File: src/rtl/frame_parser_if.sv
// rtl/frame_parser_if.sv - byte-in / frame-out signal bundle for frame_parser
interface frame_parser_if;
    logic [7:0]  rx_data;
    logic        rx_valid;
    logic [7:0]  cmd_out;
    logic [15:0] len_out;
    logic [7:0]  payload_data;
    logic        payload_valid;
    logic        frame_start;
    logic        frame_done;
    logic        frame_error;
    logic [1:0]  error_code;

    modport master (
        output rx_data, rx_valid,
        input  cmd_out, len_out, payload_data, payload_valid,
        input  frame_start, frame_done, frame_error, error_code
    );

    modport slave (
        input  rx_data, rx_valid,
        output cmd_out, len_out, payload_data, payload_valid,
        output frame_start, frame_done, frame_error, error_code
    );
endinterface

File: src/rtl/frame_parser.sv
// rtl/frame_parser.sv - AA 55 CMD LEN_H LEN_L PAYLOAD CHK byte-stream frame parser
module frame_parser #(
    parameter int MAX_PAYLOAD_LEN = 256,
    parameter int TIMEOUT_CLKS    = 50000
) (
    input  logic          clk,
    input  logic          rst_n,
    frame_parser_if.slave bus
);
    typedef enum logic [2:0] {
        S_IDLE, S_SYNC, S_CMD, S_LEN_H, S_LEN_L, S_PAYLOAD, S_CHK
    } state_t;

    localparam int              TW      = $clog2(TIMEOUT_CLKS + 1);
    localparam logic [TW-1:0]   T_LAST  = TW'(TIMEOUT_CLKS - 1);
    localparam logic [16:0]     MAX_LEN = 17'(MAX_PAYLOAD_LEN);

    state_t        state, state_nx;
    logic [7:0]    acc, acc_nx;
    logic [15:0]   cnt, cnt_nx;
    logic [TW-1:0] tcnt, tcnt_nx;
    logic [7:0]    cmd_q, cmd_nx;
    logic [15:0]   len_q, len_nx;
    logic [7:0]    pdata_q, pdata_nx;
    logic          pvalid_q, pvalid_nx;
    logic          start_q, start_nx;
    logic          done_q, done_nx;
    logic          err_q, err_nx;
    logic [1:0]    code_q, code_nx;
    logic [15:0]   full_len;
    logic          active;

    always_ff @(posedge clk or negedge rst_n) begin
        if (!rst_n) begin
            state    <= S_IDLE;
            acc      <= '0;
            cnt      <= '0;
            tcnt     <= '0;
            cmd_q    <= '0;
            len_q    <= '0;
            pdata_q  <= '0;
            pvalid_q <= 1'b0;
            start_q  <= 1'b0;
            done_q   <= 1'b0;
            err_q    <= 1'b0;
            code_q   <= '0;
        end else begin
            state    <= state_nx;
            acc      <= acc_nx;
            cnt      <= cnt_nx;
            tcnt     <= tcnt_nx;
            cmd_q    <= cmd_nx;
            len_q    <= len_nx;
            pdata_q  <= pdata_nx;
            pvalid_q <= pvalid_nx;
            start_q  <= start_nx;
            done_q   <= done_nx;
            err_q    <= err_nx;
            code_q   <= code_nx;
        end
    end

    always_comb begin
        state_nx  = state;
        acc_nx    = acc;
        cnt_nx    = cnt;
        tcnt_nx   = tcnt;
        cmd_nx    = cmd_q;
        len_nx    = len_q;
        pdata_nx  = pdata_q;
        pvalid_nx = 1'b0;
        start_nx  = 1'b0;
        done_nx   = 1'b0;
        err_nx    = 1'b0;
        code_nx   = code_q;
        full_len  = {len_q[15:8], bus.rx_data};
        active    = (state != S_IDLE) && (state != S_SYNC);

        if (bus.rx_valid) begin
            // A byte always wins over a timeout expiring in the same cycle.
            tcnt_nx = '0;
            case (state)
                S_IDLE: if (bus.rx_data == 8'hAA) state_nx = S_SYNC;
                S_SYNC: begin
                    if (bus.rx_data == 8'h55)      state_nx = S_CMD;
                    else if (bus.rx_data != 8'hAA) state_nx = S_IDLE;
                end
                S_CMD: begin
                    cmd_nx   = bus.rx_data;
                    acc_nx   = bus.rx_data;
                    start_nx = 1'b1;
                    state_nx = S_LEN_H;
                end
                S_LEN_H: begin
                    len_nx[15:8] = bus.rx_data;
                    acc_nx       = acc + bus.rx_data;
                    state_nx     = S_LEN_L;
                end
                S_LEN_L: begin
                    len_nx[7:0] = bus.rx_data;
                    acc_nx      = acc + bus.rx_data;
                    if ({1'b0, full_len} > MAX_LEN) begin
                        err_nx   = 1'b1;
                        code_nx  = 2'b10;
                        state_nx = S_IDLE;
                    end else if (full_len == 16'd0) begin
                        state_nx = S_CHK;
                    end else begin
                        cnt_nx   = full_len;
                        state_nx = S_PAYLOAD;
                    end
                end
                S_PAYLOAD: begin
                    pdata_nx  = bus.rx_data;
                    pvalid_nx = 1'b1;
                    acc_nx    = acc + bus.rx_data;
                    cnt_nx    = cnt - 16'd1;
                    if (cnt == 16'd1) state_nx = S_CHK;
                end
                S_CHK: begin
                    if (bus.rx_data == acc) begin
                        done_nx = 1'b1;
                    end else begin
                        err_nx  = 1'b1;
                        code_nx = 2'b01;
                    end
                    state_nx = S_IDLE;
                end
                default: state_nx = S_IDLE;
            endcase
        end else if (active) begin
            if (tcnt == T_LAST) begin
                err_nx   = 1'b1;
                code_nx  = 2'b11;
                tcnt_nx  = '0;
                state_nx = S_IDLE;
            end else begin
                tcnt_nx = tcnt + 1'b1;
            end
        end
    end

    assign bus.cmd_out       = cmd_q;
    assign bus.len_out       = len_q;
    assign bus.payload_data  = pdata_q;
    assign bus.payload_valid = pvalid_q;
    assign bus.frame_start   = start_q;
    assign bus.frame_done    = done_q;
    assign bus.frame_error   = err_q;
    assign bus.error_code    = code_q;
endmodule

File: src/flat_wrapper.sv
// flat-port wrapper written by rule: the top's interface ports become plain ports
module frame_parser_flat 
#(
    parameter int MAX_PAYLOAD_LEN = 256,
    parameter int TIMEOUT_CLKS    = 50000
)
  (clk, rst_n, bus_rx_data, bus_rx_valid, bus_cmd_out, bus_len_out, bus_payload_data, bus_payload_valid, bus_frame_start, bus_frame_done, bus_frame_error, bus_error_code);
  frame_parser_if bus_i ();
  input  logic clk;
  input  logic rst_n;
  input wire logic [$bits(bus_i.rx_data)-1:0] bus_rx_data;
  input wire logic [$bits(bus_i.rx_valid)-1:0] bus_rx_valid;
  output wire logic [$bits(bus_i.cmd_out)-1:0] bus_cmd_out;
  output wire logic [$bits(bus_i.len_out)-1:0] bus_len_out;
  output wire logic [$bits(bus_i.payload_data)-1:0] bus_payload_data;
  output wire logic [$bits(bus_i.payload_valid)-1:0] bus_payload_valid;
  output wire logic [$bits(bus_i.frame_start)-1:0] bus_frame_start;
  output wire logic [$bits(bus_i.frame_done)-1:0] bus_frame_done;
  output wire logic [$bits(bus_i.frame_error)-1:0] bus_frame_error;
  output wire logic [$bits(bus_i.error_code)-1:0] bus_error_code;
  assign bus_i.rx_data = bus_rx_data;
  assign bus_i.rx_valid = bus_rx_valid;
  assign bus_cmd_out = bus_i.cmd_out;
  assign bus_len_out = bus_i.len_out;
  assign bus_payload_data = bus_i.payload_data;
  assign bus_payload_valid = bus_i.payload_valid;
  assign bus_frame_start = bus_i.frame_start;
  assign bus_frame_done = bus_i.frame_done;
  assign bus_frame_error = bus_i.frame_error;
  assign bus_error_code = bus_i.error_code;
  frame_parser #(.MAX_PAYLOAD_LEN(MAX_PAYLOAD_LEN), .TIMEOUT_CLKS(TIMEOUT_CLKS)) u_core (.clk(clk), .rst_n(rst_n), .bus(bus_i));
endmodule
File: config.mk
export PLATFORM = sky130hd
export DESIGN_NAME = frame_parser_flat
export DESIGN_NICKNAME = d
export VERILOG_FILES = /design/src/rtl/frame_parser_if.sv /design/src/rtl/frame_parser.sv /design/src/flat_wrapper.sv
export SDC_FILE = /design/constraint.sdc
export NUM_CORES = 1
export LEC_CHECK = 0
export ABC_CLOCK_PERIOD_IN_PS = 2630
export CAP_MARGIN = 15
export CORE_MARGIN = 2
export CORE_UTILIZATION = 35
export CTS_CLUSTER_DIAMETER = 40
export CTS_CLUSTER_SIZE = 30
export DETAILED_ROUTE_END_ITERATION = 12
export DONT_BUFFER_PORTS = 1
export GPL_TIMING_DRIVEN = 1
export PLACE_DENSITY_LB_ADDON = 0.25
export SLEW_MARGIN = 20
export SYNTH_ARGS = -nofsm -noshare
export SYNTH_HDL_FRONTEND = slang
export SYNTH_SLANG_ARGS = --single-unit
File: constraint.sdc
create_clock -name clk -period 2.63 [get_ports clk]
set_input_delay 0.1315 -clock clk [delete_from_list [all_inputs] [get_ports clk]]
set_output_delay 0.1315 -clock clk [all_outputs]
set_load 0.1 [all_outputs]
==> metrics.yaml <==
power:
  p_leak_nw: 2.161
  power_density_nw_per_um2: 1409
  vdd_drop_max_mv: 1.072
place:
  io_buffers: 0
  dpl.hpwl_um: 7017
  dpl.cell_count: 594
  gp_congestion: 0.8193
cells_and_area:
  instances_no_fill: 621
  antenna-diode-count: 0
  nFillCells: 1177
  nets: 492
  syn2layout_area_growth_pct: 16.64
  drive_gt1_frac: 0.1498
synth:
  synth-seq-cells: 81
  synthCells: 446
  yosys.cell_count.top_type: "dfrtp_1"
  synthTopCellsByCount: "dfrtp_1, nand2_1, nor2_1"
  seq_area_frac_synth: 0.4729
  syn_nets: 468
  async_flop_share: 1.000
  synth_top_area_share: 0.4729
  synth_area_per_cell_um2: 9.611
  synth_largest_area_cell: "dfrtp_1"
  yosysWarnings: 0
  synth_edf_count: 0
  synth_area_leaders: "dfrtp_1, mux2_2, nand2_1, o21ai_0, nor2_1"
  synth_area_um2: 4287
  synth_top_flop_cell: "dfrtp_1"
  synth_cell_type_count: 59
setup_path:
  critPathRequiredTime_ps: 2860
  crit_path_top_delay_cell: "or4_1"
  rr_worst_depth: 6
  timing.rr.start: "u_core.bus.len_out[13]"
  slowest_delay_ps: 570
  endpoint_kind: "register"
  cp_max_fo: 17
  reg2reg_setup_slack_ps: 280
  cp_cell_sequence: "or4_1 -> nor4_4 -> nand3_2 -> a21oi_4 -> o21ai_0 -> a22o_1"
  r2r-end: "u_core.cnt[8]"
  worstSetupPathType: "register to register"
  arrival_ps: 2580
  worst_setup_path_start_kind: "register"
drt:
  dr_wl_met2_um: 5139
  drt-met1-wl_um: 5029
  drc_errors: 0
  detail-route-antenna-nets: 0
  routed_wl_um: 11120
  wl_per_cell_um: 17.90
  route.top_layer_used: "met4"
  dr_wl_met3_um: 749
  vias_per_cell: 5.530
  first_pass_iters: 5
  drt_iter0_drc: 223
  vias: 3434
timing:
  rsz0062_at_grt: "false"
  final-max-slew-violation-count: 0
  clock_skew_ps: 4.503
  final-hold-violation-count: 0
  tightest_slew_ps: 923.4
  setup_violations: 0
  finalCriticalPeriod_ps: 2346
  tns_ps: 0
  min_period_over_period: 0.8919
  fmax_mhz: 426.3
  relSlewSlack: 0.3844
global_routing:
  antenna_found_initial: 0
  grt_pass1_wl_um: 18510
  grt.overflow.total: 0
  grt_max_degree: 82
  grt_pass1_vias: 3391
  gr-usage-all-layers: 0.1861
die:
  ios: 49
  fp-row-count: 40
  core-area_um2: 11960
  die_area_um2: 13150
  initial_core_util: 0.3584
  die_x_um: 114.7
  die-height_um: 114.7
clock_tree:
  clockRootBuffer: "clkbuf_16"
  numClockSinks: 81
  clock_latency_ps: 350
  clockBufferDepth: 2
  cts_tree: "done"
  cts_resized: 0
  cts_inserted_buffers: 9
  htreeDepth: 3
  clk_pin_slew_ps: 60
flow_run:
  cap_viol_max_count: 0
min_path:
  holdCritStartpoint: "bus_rx_data[0]"
  hold_path.class: "input pin to register"
  hold_depth: 2
  min_to: "u_core.acc[0]"
run_status:
  outcome: "finished, final reports clean"
==> metal layers <==
layer  vias to the layer above  track usage
li1                       1626            -
met1                      1692       0.2442
met2                       100       0.2876
met3                        16      0.06247
met4                         0      0.06504
met5                         -            0
==> cell type report <==
class                           instances  area [um2]  share of cell area
Clock inverter                          2       60.06             0.01201
Tap cell                              147       183.9             0.03679
Multi-Input combinational cell        332        2115              0.4229
Sequential cell                        81        2027              0.4054
Inverter                               13       48.80            0.009760
Clock buffer                           13       270.3             0.05405
Timing Repair Buffer                   33       295.3             0.05906
==> state kept, by name, summed over array words and instances, names as in the netlist, 2 cells and up <==
name / flops
u_core.bus.len_out: 16
u_core.cnt: 16
u_core.tcnt: 16
u_core.acc: 8
u_core.bus.cmd_out: 8
u_core.bus.payload_data: 8
u_core.state: 3
u_core.bus.error_code: 2
==> logic make-up (layout without fill, tap and decap cells) <==
| family | after synthesis | in the layout | share of synthesized area |
|---|---|---|---|
| fa+ha+maj | 11 | 11 | 0.03386 |
| mux | 29 | 29 | 0.07443 |
| flops | 81 | 81 | 0.4729 |
| compound gates | 99 | 99 | 0.1462 |
| buf+inv | 33 | 61 | 0.03386 |
| xor+xnor | 21 | 21 | 0.04291 |
| simple gates | 172 | 172 | 0.1959 |
==> critical path, delay by kind of cell (launching register included) <==
family             cells  cell delay, ps
AOI/OAI and AO/OA      3             890
DFF                    1             370
and+or+nand+nor        3             980
==> cells in the final DEF (no fill, tap or decap), drive strengths merged, types with 3 or more instances in the layout <==
cell type	n
dfrtp	81
nand2	62
nor2	43
o21ai	40
a21oi	24
mux2	23
buf	22
nand3	14
clkbuf	13
inv	12
xor2	12
dlygate4sd3	11
nor3	11
ha	10
xnor2	9
nand4	8
a21o	6
mux2i	6
and3	5
a22o	5
or4	5
nand2b	4
or3	4
nor2b	3
and2	3
o211ai	3
a22oi	3
==> per-stage QoR <==
stage               area (um2)  worst slack, ps  total power [mW]  hold WS [ps]  utilization
finish                    5000            284.2             7.044         9.228       0.4180
global placement          4532            373.0             5.528        -162.0       0.3789
global route              5000            155.3             7.412         26.31       0.4180
CTS                       4990            287.3             7.074         5.936       0.4172
detailed placement        4532            289.9             5.590        -162.3       0.3789
floorplan                 4287            163.6             5.070        -164.1            -
==> worst max path at each step <==
stage	slack [ps]	end	cells after the start	from
after global routing	160	u_core.cnt[5]	7	u_core.bus.len_out[13]
after floorplan	160	u_core.cnt[14]	7	u_core.bus.len_out[13]
final	280	u_core.cnt[8]	6	u_core.bus.len_out[13]
after global placement	370	u_core.cnt[3]	6	u_core.bus.len_out[13]
after detailed placement	290	u_core.cnt[8]	6	u_core.bus.len_out[13]
after CTS	290	u_core.cnt[8]	6	u_core.bus.len_out[13]
==> what timing repair did <==
action / in CTS / in global routing
hold buffers: 11 / 1
endpoints found under the hold margin: 126 / 1
setup buffers: 0 / 0
==> report_power, final <==
part	leakage, nW	switching, mW	internal [mW]	total [mW]
combinational	0.966	1.46	0.831	2.29
sequential	1.03	1.69	1.66	3.36
clock	0.162	0.491	0.904	1.39
total	2.16	3.65	3.40	7.04
(Power assumes the default switching activity.)
